## config.mk

```make
export PLATFORM = sky130hd
export DESIGN_NAME = sync_fifo_v2
export DESIGN_NICKNAME = d
export VERILOG_FILES = /design/src/rtl/fifo_pkg.sv /design/src/rtl/fifo_ram.sv /design/src/rtl/sync_fifo_v2.sv
export SDC_FILE = /design/constraint.sdc
export NUM_CORES = 1
export LEC_CHECK = 0
export ABC_AREA = 1
export CORE_ASPECT_RATIO = 2
export CORE_MARGIN = 5
export CORE_UTILIZATION = 50
export DETAILED_ROUTE_END_ITERATION = 8
export PLACE_DENSITY = 0.68
export SLEW_MARGIN = 20
export SYNTH_ARGS = -nofsm -noshare
export SYNTH_HDL_FRONTEND = slang
export SYNTH_SLANG_ARGS = --single-unit
export TNS_END_PERCENT = 50
```

## constraint.sdc

```tcl
create_clock -name clk -period 3.2 [get_ports clk]
set_input_delay 0.64 -clock clk [delete_from_list [all_inputs] [get_ports clk]]
set_output_delay 0.64 -clock clk [all_outputs]
set_load 0.05 [all_outputs]
```

## src/rtl/fifo_pkg.sv

```systemverilog
// Shared definitions for the synchronous FIFO: pointer/count width helpers
// and the packed status-flag bundle used by sync_fifo_v2.
package fifo_pkg;

    // Read/write pointer width for a power-of-two depth.
    function automatic int ptr_w(input int depth);
        return (depth > 1) ? $clog2(depth) : 1;
    endfunction

    // Occupancy counter width: one extra bit so that "all entries used" is representable.
    function automatic int cnt_w(input int depth);
        return $clog2(depth) + 1;
    endfunction

    // Idle-timer width large enough to hold the reload value.
    function automatic int tmr_w(input int cycles);
        return (cycles > 0) ? $clog2(cycles + 1) : 1;
    endfunction

    typedef struct packed {
        logic full;
        logic empty;
        logic almost_full;
        logic almost_empty;
    } fifo_flags_t;

endpackage

```

## src/rtl/fifo_ram.sv

```systemverilog
// Storage array for the FIFO: one synchronous write port, one asynchronous
// read port. No reset, contents are only meaningful once written.
module fifo_ram #(
    parameter int WIDTH = 8,
    parameter int DEPTH = 16,
    parameter int AW    = 4
) (
    input  logic             clk_i,
    input  logic             wr_en_i,
    input  logic [AW-1:0]    wr_addr_i,
    input  logic [WIDTH-1:0] wr_data_i,
    input  logic [AW-1:0]    rd_addr_i,
    output logic [WIDTH-1:0] rd_data_o
);

    logic [WIDTH-1:0] mem_q [DEPTH];

    // Write port: store the word on an accepted push.
    always_ff @(posedge clk_i) begin
        if (wr_en_i) begin
            mem_q[wr_addr_i] <= wr_data_i;
        end
    end

    // Read port is combinational so the head entry is visible without latency.
    assign rd_data_o = mem_q[rd_addr_i];

endmodule

```

## src/rtl/sync_fifo_v2.sv

```systemverilog
// Single-clock FIFO with handshake ports, status flags, sticky over/underflow
// errors and a push-idle timeout.
// Build option: define SYNC_FIFO_FWFT_EN for first-word fall-through reads;
// otherwise the popped word is registered onto data_out one cycle after pop.
module sync_fifo_v2
    import fifo_pkg::*;
#(
    parameter int WIDTH       = 8,
    parameter int DEPTH       = 16,
    parameter int AF_LVL      = DEPTH - 2,
    parameter int AE_LVL      = 2,
    parameter int TIMEOUT_CYC = 7
) (
    input  logic                      clk,
    input  logic                      reset,
    input  logic [WIDTH-1:0]          data_in,
    input  logic                      push_req,
    output logic                      push_ack,
    input  logic                      pop_req,
    output logic                      pop_ack,
    output logic [WIDTH-1:0]          data_out,
    output logic                      data_out_vld,
    output logic                      full,
    output logic                      empty,
    output logic                      almost_full,
    output logic                      almost_empty,
    output logic [cnt_w(DEPTH)-1:0]   count,
    output logic                      overflow,
    output logic                      underflow,
    input  logic                      err_clr,
    output logic                      timeout
);

    localparam int AW = ptr_w(DEPTH);
    localparam int CW = cnt_w(DEPTH);
    localparam int TW = tmr_w(TIMEOUT_CYC);

    localparam logic [CW-1:0] DEPTH_C  = CW'(DEPTH);
    localparam logic [CW-1:0] AF_C     = CW'(AF_LVL);
    localparam logic [CW-1:0] AE_C     = CW'(AE_LVL);
    localparam logic [TW-1:0] TMR_LOAD = TW'(TIMEOUT_CYC);

    logic [AW-1:0] wr_ptr_q, wr_ptr_d;
    logic [AW-1:0] rd_ptr_q, rd_ptr_d;
    logic [CW-1:0] count_q,  count_d;
    logic          ovf_q,    ovf_d;
    logic          udf_q,    udf_d;
    logic [TW-1:0] idle_q,   idle_d;

    fifo_flags_t      flags;
    logic             push_hsk;
    logic             pop_hsk;
    logic [WIDTH-1:0] head_word;

    // Status flags are decoded from the registered occupancy only.
    always_comb begin
        flags              = '0;
        flags.full         = (count_q == DEPTH_C);
        flags.empty        = (count_q == '0);
        flags.almost_full  = (count_q >= AF_C);
        flags.almost_empty = (count_q <= AE_C);
    end

    // Acks look at registered state, so a concurrent pop never frees room for
    // a push in the same cycle, and vice versa.
    assign push_ack = push_req & ~flags.full;
    assign pop_ack  = pop_req  & ~flags.empty;
    assign push_hsk = push_ack;
    assign pop_hsk  = pop_ack;

    // Next-state for pointers, occupancy, sticky errors and idle timer.
    always_comb begin
        wr_ptr_d = wr_ptr_q;
        rd_ptr_d = rd_ptr_q;
        count_d  = count_q;
        ovf_d    = ovf_q;
        udf_d    = udf_q;
        idle_d   = idle_q;

        if (push_hsk) begin
            wr_ptr_d = wr_ptr_q + AW'(1);
        end
        if (pop_hsk) begin
            rd_ptr_d = rd_ptr_q + AW'(1);
        end

        case ({push_hsk, pop_hsk})
            2'b10:   count_d = count_q + CW'(1);
            2'b01:   count_d = count_q - CW'(1);
            default: count_d = count_q;
        endcase

        // A new error event wins over a clear arriving in the same cycle.
        if (push_req && flags.full) begin
            ovf_d = 1'b1;
        end else if (err_clr) begin
            ovf_d = 1'b0;
        end

        if (pop_req && flags.empty) begin
            udf_d = 1'b1;
        end else if (err_clr) begin
            udf_d = 1'b0;
        end

        // Any push attempt counts as activity, even one refused while full.
        if (push_req) begin
            idle_d = TMR_LOAD;
        end else if (idle_q != '0) begin
            idle_d = idle_q - TW'(1);
        end
    end

    // Control state registers.
    always_ff @(posedge clk or posedge reset) begin
        if (reset) begin
            wr_ptr_q <= '0;
            rd_ptr_q <= '0;
            count_q  <= '0;
            ovf_q    <= 1'b0;
            udf_q    <= 1'b0;
            idle_q   <= TMR_LOAD;
        end else begin
            wr_ptr_q <= wr_ptr_d;
            rd_ptr_q <= rd_ptr_d;
            count_q  <= count_d;
            ovf_q    <= ovf_d;
            udf_q    <= udf_d;
            idle_q   <= idle_d;
        end
    end

    fifo_ram #(
        .WIDTH (WIDTH),
        .DEPTH (DEPTH),
        .AW    (AW)
    ) u_ram (
        .clk_i     (clk),
        .wr_en_i   (push_hsk),
        .wr_addr_i (wr_ptr_q),
        .wr_data_i (data_in),
        .rd_addr_i (rd_ptr_q),
        .rd_data_o (head_word)
    );

`ifdef SYNC_FIFO_FWFT_EN
    // Head entry is presented directly; a pop simply moves on to the next one.
    assign data_out     = head_word;
    assign data_out_vld = ~flags.empty;
`else
    logic [WIDTH-1:0] dout_q,     dout_d;
    logic             dout_vld_q, dout_vld_d;

    // Capture the head word on a pop; otherwise hold the last word read.
    always_comb begin
        dout_d     = dout_q;
        dout_vld_d = pop_hsk;
        if (pop_hsk) begin
            dout_d = head_word;
        end
    end

    // Registered read data and its one-cycle valid strobe.
    always_ff @(posedge clk or posedge reset) begin
        if (reset) begin
            dout_q     <= '0;
            dout_vld_q <= 1'b0;
        end else begin
            dout_q     <= dout_d;
            dout_vld_q <= dout_vld_d;
        end
    end

    assign data_out     = dout_q;
    assign data_out_vld = dout_vld_q;
`endif

    assign full         = flags.full;
    assign empty        = flags.empty;
    assign almost_full  = flags.almost_full;
    assign almost_empty = flags.almost_empty;
    assign count        = count_q;
    assign overflow     = ovf_q;
    assign underflow    = udf_q;
    assign timeout      = (idle_q == '0);

endmodule

```

* After elaboration in Yosys (flattened, before gate mapping)
Memories as Yosys holds them, arrays and structs flattened. A register that Yosys moved wholly into a read port is not among the register bits.
Cells that the tools add are included.
** Storage, ports and cells
- Bits in registers :: 19
- Memories :: 1
- RAM bits :: 128
** Memories
- u_ram.mem_q :: words 16, bits a word 8, read ports 1, clocked after Yosys merged registers in 1, write ports 1, line fifo_ram.sv:16 : logic [WIDTH-1:0] mem_q [DEPTH];
** Cells by class
- Mux-type cells :: 8
- $add $sub $neg :: 5
- Eq/ne operators :: 3
- Reduce and logical (&&, ||, !) cells :: 9
- Bitwise operators :: 4
- $lt $le $gt $ge :: 2
** Operator list (count)
- 5-bit case mux with 2 select lines :: 1
- 4-bit by 1-bit adder with 4-bit output (second input constant) :: 2
- 2-bit nonzero test :: 4
- 3-bit two-way mux :: 2
- 5-bit by 1-bit adder with 5-bit output (second input constant) :: 1
- 5-bit equality test (second input constant) :: 1
- 5-bit by 4-bit >= comparator with 1-bit output (second input constant) :: 1
- 5-bit by 2-bit less-or-equal comparator with 1-bit output (second input constant) :: 1
- 5-bit logical NOT :: 1
- 1-bit two-way mux :: 5
- 5-bit by 1-bit subtractor with 5-bit output (second input constant) :: 1
- 3-bit logical NOT :: 1
- 3-bit nonzero test :: 1
- 3-bit by 1-bit subtractor with 3-bit output (second input constant) :: 1
- 1-bit bitwise AND :: 2
- 2-bit by 1-bit equality test with 1-bit output (second input constant) :: 1
- 2-bit equality test (second input constant) :: 1
- 1-bit logical AND :: 2
- 1-bit inverter :: 2

* Logic depth before layout (Yosys ltp)
Gate-level depths: netlist (run 1).
- Depth after elaboration :: 5
- Mapped depth :: 15
- Depth with buffers taken out :: 14

* Cells and area by module
From an unflattened synthesis (run 1), not the netlist that was laid out.
** Unflattened totals
- Cell total of the unflattened synthesis :: 698
- Area total of the unflattened synthesis :: 6946.7 um^2
** Modules (own cells, without submodules)
- fifo_ram :: area an instance 5606.6 um^2, instances 1, sequential area each 3843.7 um^2, cells each 543
- sync_fifo_v2 :: area an instance 1340.0 um^2, instances 1, sequential area each 679.4 um^2, cells each 155

* Worst setup path before layout (run 1)
No wires, ideal clock.
- Kind :: flip-flop to flip-flop
- Start :: reg count_q[1], in the netlist count[1]
- End :: reg count_q[4], in the netlist count[4]
- Period minus slack after synthesis :: 2.543 ns
- Buffers on the path :: 1
- Cell stages (with the launch flop) :: 16
- Data arrival time :: 2.476 ns
- Slack :: 0.657 ns
- Path through :: dfrtp_1 -> inv_1 -> nand4_2 -> nand2_4 -> inv_2 -> buf_6 -> ha_1 -> xor2_1 -> ha_1 -> inv_1 -> nand2_1 -> nand3_1 -> nand2_1 -> xor2_1 -> nand2_1 -> nand2_1
** On the way
- Cells in the longest elaborated chain, start to end :: 5
- Elaborated cells between the ends (all ways) :: 12
- Those cells by class :: add/sub (2); eq/ne (3); mux (1); bitwise (4); reduce/logical (2)
** Ends and longest elaborated chain
- from (decl) :: line sync_fifo_v2.sv:45 : logic [CW-1:0] count_q, count_d;
- from (signal assigned) :: line sync_fifo_v2.sv:126 : count_q <= count_d;
- 5-bit logical NOT (*) :: line sync_fifo_v2.sv:59 : flags.empty = (count_q == '0);
- 1-bit inverter (*) :: line sync_fifo_v2.sv:67 : assign pop_ack = pop_req & ~flags.empty;
- 1-bit bitwise AND (*) :: line sync_fifo_v2.sv:67
- named net pop_ack :: line sync_fifo_v2.sv:20 : output logic pop_ack,
- 2-bit by 1-bit equality test with 1-bit output or 2-bit equality test (tied branches) :: line sync_fifo_v2.sv:87 : case ({push_hsk, pop_hsk})
- 5-bit case mux with 2 select lines or 2-bit nonzero test (tied branches)
Mark *: on every way through the listed nets, which the timed path passes. The rest lies on a longest branch.
A chain may end at the register's enable or synchronous reset.

* Worst setup path in the final report (run 1)
- Start :: reg count_q[2], in the netlist count[2]
- End :: out full
** On the way
- Cells in the longest elaborated chain, start to end :: 1
** Ends and longest elaborated chain
- 5-bit equality test :: line sync_fifo_v2.sv:58 : flags.full = (count_q == DEPTH_C);
- to (decl) :: line sync_fifo_v2.sv:23 : output logic full,
Every way passes these cells.

==> impl_metrics.env, run 1 <==
export IMPL_clockRootBuffer="clkbuf_16"
export IMPL_cts_buffer_depth=2
export IMPL_synth_top_family_by_area="simple AND/OR/NAND/NOR gates"
export IMPL_layout_nets=759
export IMPL_grt_first_pass_wirelength_mm=26.2
export IMPL_final_max_slew_viol_count=0
export IMPL_io_buffer_count=35
export IMPL_status="finished, final reports clean"
export IMPL_cp_start_kind="flop"
export IMPL_firstDrtPassIters=8
export IMPL_yosys_area_share_simple=0.213
export IMPL_postPlaceCellArea_mm2=0.00745
export IMPL_htreeDepth=4
export IMPL_vias_per_cell=5.16
export IMPL_grt_usage=0.217
export IMPL_synth_seq_area_share=0.650
export IMPL_avgSynthCellArea_um2=9.97
export IMPL_final_hold_viol_count=0
export IMPL_timing_setup_tns_ps=0
export IMPL_synth_seq_cells=155
export IMPL_worstPathCellList="nor2_2, nand4_1, inv_1, clkdlybuf4s50_1"
export IMPL_slew_headroom=0.400
export IMPL_max_freq_mhz=355
export IMPL_synth_compound_area_frac=0.0106
export IMPL_post_cts_buffers=0
export IMPL_num_io_pins=36
export IMPL_insertion_delay_ps=420
export IMPL_async_reset_ff_frac=0.174
export IMPL_synth_edf_count=128
export IMPL_drcViolationCount=0
export IMPL_ir_drop_v=0.000930
export IMPL_critPathRequiredTime_ps=2560
export IMPL_initial_utilization=0.504
export IMPL_yosysWarnings=0
export IMPL_fin_area_mm2=0.00807
export IMPL_synth_ff_type="edfxtp_1"
export IMPL_synth_area_mm2=0.00696
export IMPL_synthTopCellsByArea="edfxtp_1 (55%), nand2_1 (12%), dfrtp_1 (8.6%), nand3_1 (7.5%), inv_1 (6.5%)"
export IMPL_rsz0062_at_grt="no"
export IMPL_area_delta_synth_final_pct=16.0
export IMPL_num_vias=4833
export IMPL_die_area_mm2=0.0165
export IMPL_drt_iter0_drc=528
export IMPL_synthCells=698
export IMPL_cts_buffers_inserted=17
export IMPL_die_y_um=177
export IMPL_routed_wl_mm=16.7
export IMPL_synth_xor_area_share=0.0151
export IMPL_die_width_um=93.4
export IMPL_arrival_ps=2180
export IMPL_drive_above_1_share=0.0802
export IMPL_r2r_cells=13
export IMPL_yosys_area_top_type="edfxtp_1"
export IMPL_grt_max_degree=67
export IMPL_dp_cells=905
export IMPL_synth_mux_area_frac=0
export IMPL_worst_pin_slew_ps=897
export IMPL_drt_wirelength_per_cell_um=17.8
export IMPL_fin_crit_sh=0.881
export IMPL_synth_adder_area_share=0.0198
export IMPL_cts_num_sinks=155
export IMPL_first_global_vias=4962
export IMPL_layout_cells_non_filler=937
export IMPL_skew_ps=9.94
export IMPL_fillers=1182
export IMPL_hold_buffers=0
export IMPL_layout_min_cycle_time_ps=2820
export IMPL_clk_pin_slew_ps=60
export IMPL_worstHoldPathType="flop to flop"
export IMPL_gp_congestion=0.964
export IMPL_slowest_delay_ps=800
export IMPL_leakagePower_uw=0.00359
export IMPL_ff2ff_setup_slack_ps=800
export IMPL_antennaDiodeCount=0
export IMPL_cts_tree="done"
export IMPL_ant_nets=0
export IMPL_postCtsResizedCells=0
export IMPL_overflow=0
export IMPL_grt_antenna_before_repair=0
export IMPL_synthesis_nets=722
export IMPL_setup_viol=0
export IMPL_synth_top_cell_area_share=0.553
export IMPL_powerDensity_mw_per_mm2=945
export IMPL_critPathMaxFanout=7
export IMPL_synth_distinct_cells=28
export IMPL_drv_cap=0
export IMPL_crit_slowest_cell="clkdlybuf4s50_1"
export IMPL_hold_path_depth=2
export IMPL_placementRows=61
export IMPL_core_area_mm2=0.0138
export IMPL_dp_hpwl_mm=11.4
export IMPL_endpoint_kind="output port"
export IMPL_path_class="flop to output port"
state kept, by name, indices dropped and copies added, names as in the netlist:
| signal | flops |
|---|---|
| u_ram.mem_q | 128 |
| data_out | 8 |
| count | 5 |
| rd_ptr_q | 4 |
| wr_ptr_q | 4 |
| idle_q | 3 |
| data_out_vld | 1 |
| overflow | 1 |
| underflow | 1 |
worst paths after layout:
| check | start | to |
|---|---|---|
| setup / recovery | count[2] | full |
| hold / removal | data_out[1] | data_out[1] |
| setup reg to reg | count[2] | count[4] |
| hold reg to reg | data_out[1] | data_out[1] |
| max in group asynchronous | reset | idle_q[0] |
| min in group asynchronous | reset | data_out[1] |
layout by cell type (no fill, tap or decap), types with 4 or more instances in the layout:
| master | count |
|---|---|
| edfxtp_1 | 128 |
| inv_2 | 8 |
| xor2_1 | 9 |
| buf_4 | 11 |
| inv_6 | 4 |
| nor2_1 | 16 |
| nand3_1 | 104 |
| nand2_1 | 227 |
| inv_1 | 120 |
| clkinv_4 | 6 |
| o21ai_1 | 6 |
| dfrtp_1 | 23 |
| clkbuf_16 | 17 |
| ha_1 | 11 |
| clkdlybuf4s50_1 | 33 |
worst max-delay path: cells and delay by family, from the launching register on:
family	cells	cell delay [ps]
and+or+nand+nor	2	400
DFF	1	470
buffers and inverters	2	890
synth_stat cells, drive strengths merged (2+ instances only):
| master | instances |
|---|---|
| nand2 | 229 |
| edfxtp | 128 |
| inv | 128 |
| nand3 | 104 |
| buf | 25 |
| dfrtp | 24 |
| nor2 | 18 |
| ha | 11 |
| xor2 | 9 |
| o21ai | 8 |
| dfstp | 3 |
| xnor2 | 3 |
| nand4 | 2 |
cell type report:
cell class	instances	area, um^2	area share
Multi-Input combinational cell	389	1800	0.223
Tap cell	189	236	0.0293
Sequential cell	155	4520	0.561
Timing Repair Buffer	44	413	0.0512
Clock inverter	15	190	0.0236
Clock buffer	17	425	0.0527
Inverter	128	480	0.0596
kinds of logic after synthesis:
| family | count (synthesis) |
|---|---|
| compound gates | 13 |
| xor+xnor | 12 |
| fa+ha+maj | 11 |
| buf+inv | 154 |
| flops | 155 |
| simple gates | 353 |
power breakdown:
group | switching, uW | internal, uW
logic | 2000 | 824
registers | 232 | 2490
clock network | 828 | 1240
metrics by stage:
| step | worst slack (ps) | util | hold slack, ps | total power (uW) |
|---|---|---|---|---|
| final | 381 | 0.584 | 493 | 7620 |
| after global routing | 276 | 0.584 | 517 | 8010 |
| after CTS | 371 | 0.584 | 496 | 7630 |
| after detailed placement | 550 | 0.539 | 480 | 5570 |
| after global placement | 608 | 0.539 | 470 | 5520 |
| after floorplan | 657 | - | 463 | 4700 |
metal layers:
layer | routed length (um) | up-vias | global-route usage
met5 | 0 | - | 0
met1 | 5560 | 2288 | 0.219
li1 | - | 2300 | -
met2 | 9130 | 190 | 0.385
met4 | 1160 | 0 | 0.160
met3 | 819 | 55 | 0.0404
Power figures use the tool's default switching activity.
==> run 2, diff against run 1 <==
PLACE_DENSITY = 0.72   (was 0.68)
==> impl_metrics.env, run 2 (synthesis results as in run 1) <==
export IMPL_status="finished, final reports clean"
export IMPL_ff2ff_setup_slack_ps=790
export IMPL_endpoint_kind="output port"
export IMPL_io_buffer_count=35
export IMPL_postCtsResizedCells=0
export IMPL_initial_utilization=0.504
export IMPL_grt_antenna_before_repair=0
export IMPL_path_class="flop to output port"
export IMPL_area_delta_synth_final_pct=15.3
export IMPL_slew_headroom=0.338
export IMPL_routed_wl_mm=16.4
export IMPL_hold_buffers=0
export IMPL_placementRows=61
export IMPL_final_common_cell="nand2_1"
export IMPL_cp_start_kind="flop"
export IMPL_skew_ps=13.8
export IMPL_insertion_delay_ps=420
export IMPL_cts_buffers_inserted=17
export IMPL_setup_viol=0
export IMPL_power_uw=7470
export IMPL_clk_pin_slew_ps=60
export IMPL_final_max_slew_viol_count=0
export IMPL_leakagePower_uw=0.00355
export IMPL_num_io_pins=36
export IMPL_htreeDepth=4
export IMPL_drcViolationCount=0
export IMPL_drt_wirelength_per_cell_um=17.6
export IMPL_clockRootBuffer="clkbuf_16"
export IMPL_arrival_ps=2170
export IMPL_vias_per_cell=5.21
export IMPL_largest_register="u_ram.mem_q"
export IMPL_num_vias=4867
export IMPL_final_hold_viol_count=0
export IMPL_grt_usage=0.214
export IMPL_critPathMaxFanout=7
export IMPL_dp_cells=902
export IMPL_worstHoldPathType="flop to flop"
export IMPL_firstDrtPassIters=5
export IMPL_worst_pin_slew_ps=987
export IMPL_dp_hpwl_mm=11.2
export IMPL_drt_iter0_drc=428
export IMPL_die_area_mm2=0.0165
export IMPL_fin_crit_sh=0.878
export IMPL_drv_cap=0
export IMPL_powerDensity_mw_per_mm2=932
export IMPL_largest_register_ffs=128
export IMPL_grt_first_pass_wirelength_mm=26.6
export IMPL_rsz0062_at_grt="no"
export IMPL_cts_num_sinks=155
export IMPL_max_freq_mhz=356
export IMPL_die_y_um=177
export IMPL_layout_nets=756
export IMPL_cts_tree="done"
export IMPL_timing_setup_tns_ps=0
export IMPL_cts_buffer_depth=2
export IMPL_layout_cells_non_filler=934
export IMPL_die_width_um=93.4
export IMPL_post_cts_buffers=0
export IMPL_first_global_vias=5046
export IMPL_gp_congestion=0.857
export IMPL_antennaDiodeCount=0
export IMPL_final_cell_mix="nand2_1 (227), edfxtp_1 (128), inv_1 (119), nand3_1 (104), clkdlybuf4s50_1 (33)"
export IMPL_overflow=0
export IMPL_ir_drop_v=0.000854
export IMPL_core_area_mm2=0.0138
export IMPL_critPathRequiredTime_ps=2560
export IMPL_ant_nets=0
export IMPL_layout_min_cycle_time_ps=2810
export IMPL_grt_max_degree=67
export IMPL_drive_above_1_share=0.0752
[run 2: cell types whose count changed in the layout (fill, tap and decap cells not counted)]
cell and change:
buf_4 -3, bufinv_16 -1, clkbuf_1 +1, clkbuf_8 +1
clkinv_1 +1, clkinv_4 -2, clkinvlp_4 +4, inv_1 -1
inv_6 -3
[run 2: worst max-delay path, stage by stage (launching register included)]
cell and delay [ps]:
dfrtp_1 460, nor2_2 200, nand4_1 200, inv_1 100, clkdlybuf4s50_1 800
[run 2: cell type report]
type                       instances  area, um^2
clock inverter                    13         146
clock buffer                      19         443
timing repair buffer              41         390
fill                            1121        5800
tap                              189         236
inverter                         128         480
sequential                       155        4520
multi-input combinational        389        1800
[run 2: path summary, 6_finish.rpt]
path	startpoint	endpoint	cells past startpoint
worst min register to register	data_out[3]	data_out[3]	2
worst min-delay path	data_out[3]	data_out[3]	2
max in group asynchronous	reset	rd_ptr_q[0]	2
min in group asynchronous	reset	count[0]	2
worst max register to register	count[2]	count[4]	13
worst max-delay path	count[2]	full	4
[run 2: stage by stage]
stage	instance area [um^2]	utilization	setup slack (ps)	hold slack, ps
floorplan	6960	-	657	463
global placement	7430	0.538	618	470
detailed placement	7430	0.538	523	465
CTS	8020	0.580	353	490
global route	8020	0.580	270	525
finish	8020	0.580	390	484
[run 2: report_power, final]
group / total, uW / internal [uW] / switching, uW
combinational: 2760 / 814 / 1950
clock: 1980 / 1170 / 808
sequential: 2730 / 2500 / 235
[run 2: routing by layer]
metal  track usage  routed length (um)
met3        0.0362                 795
met4         0.119                 715
met1         0.237                5800
met5             0                   0
met2         0.383                9100
==> run 3, diff against run 2 <==
--- a/config.mk
+++ b/config.mk
@@ -11,4 +11,5 @@
 export CORE_UTILIZATION = 50
 export DETAILED_ROUTE_END_ITERATION = 8
+export GPL_ROUTABILITY_DRIVEN = 0
 export PLACE_DENSITY = 0.72
 export SLEW_MARGIN = 20
==> constraint.sdc (replaced) <==
create_clock -name clk -period 3.2 [get_ports clk]
set_input_delay 0.8 -clock clk [delete_from_list [all_inputs] [get_ports clk]]
set_output_delay 0.8 -clock clk [all_outputs]
set_load 0.05 [all_outputs]
==> impl_metrics.env, run 3 (synthesis results as in run 1) <==
export IMPL_ff2ff_setup_slack_ps=830
export IMPL_ant_nets=0
export IMPL_path_class="flop to output port"
export IMPL_layout_nets=764
export IMPL_critPathMaxFanout=7
export IMPL_hold_buffers=0
export IMPL_rsz0062_at_grt="no"
export IMPL_initial_utilization=0.504
export IMPL_layout_cells_non_filler=942
export IMPL_skew_ps=8.66
export IMPL_num_io_pins=36
export IMPL_vias_per_cell=5.20
export IMPL_leakagePower_uw=0.00363
export IMPL_clk_pin_slew_ps=60
export IMPL_firstDrtPassIters=5
export IMPL_grt_antenna_before_repair=0
export IMPL_startpoint="count[2]"
export IMPL_final_common_cell="nand2_1"
export IMPL_drv_cap=0
export IMPL_worstPathCellList="nor2_2, nand4_1, inv_1, clkdlybuf4s50_1"
export IMPL_arrival_ps=2170
export IMPL_cts_buffer_depth=2
export IMPL_cts_num_sinks=155
export IMPL_slew_headroom=0.448
export IMPL_cp_start_kind="flop"
export IMPL_multi_input_comb_area_mm2=0.00180
export IMPL_worst_pin_slew_ps=825
export IMPL_r2r_cells=13
export IMPL_critPathRequiredTime_ps=2400
export IMPL_drt_iter0_drc=433
export IMPL_cts_tree="done"
export IMPL_largest_register="u_ram.mem_q"
export IMPL_largest_register_ffs=128
export IMPL_insertion_delay_ps=420
export IMPL_final_max_slew_viol_count=0
export IMPL_endpoint_kind="output port"
export IMPL_drt_wirelength_per_cell_um=17.8
export IMPL_fin_crit_sh=0.927
export IMPL_slowest_delay_ps=820
export IMPL_htreeDepth=4
export IMPL_final_cell_mix="nand2_1 (227), edfxtp_1 (128), inv_1 (120), nand3_1 (104), clkdlybuf4s50_1 (33)"
export IMPL_dp_hpwl_mm=11.3
export IMPL_area_delta_synth_final_pct=17.2
export IMPL_die_area_mm2=0.0165
export IMPL_core_area_mm2=0.0138
export IMPL_drcViolationCount=0
export IMPL_clockRootBuffer="clkbuf_16"
export IMPL_fillers=1129
export IMPL_layout_min_cycle_time_ps=2970
export IMPL_postCtsResizedCells=0
export IMPL_powerDensity_mw_per_mm2=948
export IMPL_routed_wl_mm=16.7
export IMPL_drive_above_1_share=0.0863
export IMPL_area_sequential_mm2=0.00452
export IMPL_num_vias=4898
export IMPL_dp_cells=910
export IMPL_grt_usage=0.219
export IMPL_grt_max_degree=67
export IMPL_timing_setup_tns_ps=0
export IMPL_grt_first_pass_wirelength_mm=26.9
export IMPL_placementRows=61
export IMPL_ir_drop_v=0.000830
export IMPL_first_global_vias=5046
export IMPL_timing_rr_end="count[4]"
export IMPL_max_freq_mhz=337
export IMPL_final_hold_viol_count=0
export IMPL_crit_slowest_cell="clkdlybuf4s50_1"
export IMPL_cts_buffers_inserted=17
export IMPL_timing_rr_start="count[2]"
export IMPL_die_width_um=93.4
export IMPL_overflow=0
export IMPL_critPathCapture="full"
export IMPL_antennaDiodeCount=0
export IMPL_die_y_um=177
export IMPL_setup_viol=0
export IMPL_status="finished, final reports clean"
export IMPL_io_buffer_count=35
export IMPL_worstHoldPathType="flop to flop"
export IMPL_post_cts_buffers=0
## run 3: changes by cell type in the layout (fill, tap and decap cells not counted)
cell,delta
buf_12,+2
buf_4,+6
bufinv_16,+2
clkbuf_1,-1
clkbuf_8,-1
clkinv_1,-1
clkinv_4,-2
clkinvlp_4,-2
inv_1,+1
inv_6,+3
inv_8,+1
## run 3: worst min-delay path by stage
stage	to	slack, ps	cells after the start	start
final	data_out[5]	480	2	data_out[5]
after global routing	data_out[5]	510	2	data_out[5]
after global placement	idle_q[0]	470	2	idle_q[0]
after CTS	data_out[5]	490	2	data_out[5]
after floorplan	idle_q[0]	460	2	idle_q[0]
after detailed placement	data_out[4]	470	2	data_out[4]
## run 3: critical path: cells and delay by family, from the launching register on
family	cells	cell delay (ps)
buffers and inverters	2	910
DFF	1	470
and+or+nand+nor	2	370
## run 3: layout make-up
| class | count | share of cell area |
|---|---|---|
| clock buffer | 17 | 0.0522 |
| sequential | 155 | 0.555 |
| tap | 189 | 0.0290 |
| multi-input combinational | 389 | 0.221 |
| inverter | 128 | 0.0589 |
| timing repair buffer | 49 | 0.0583 |
| clock inverter | 15 | 0.0259 |
## run 3: through the flow
stage	instance area, um^2	setup WS [ps]	hold WS (ps)	total power, uW	utilization
3_5_place_dp	7510	360	469	5590	0.544
5_1_grt	8150	125	505	8160	0.590
3_3_place_gp	7510	448	469	5520	0.544
4_1_cts	8150	217	489	7750	0.590
6_report	8150	233	483	7730	0.590
2_1_floorplan	6960	657	463	4700	-
## run 3: metal layers
metal / track usage / routed length [um] / part of all wire
met5: 0 / 0 / 0
met4: 0.128 / 923 / 0.055
met3: 0.0468 / 785 / 0.047
met2: 0.384 / 9030 / 0.54
met1: 0.238 / 6010 / 0.36
## run 3: where the power goes
part           total, uW  switching (uW)  internal (uW)
Sequential          2690             195           2500
Clock               2150             826           1320
Combinational       2890            2050            849
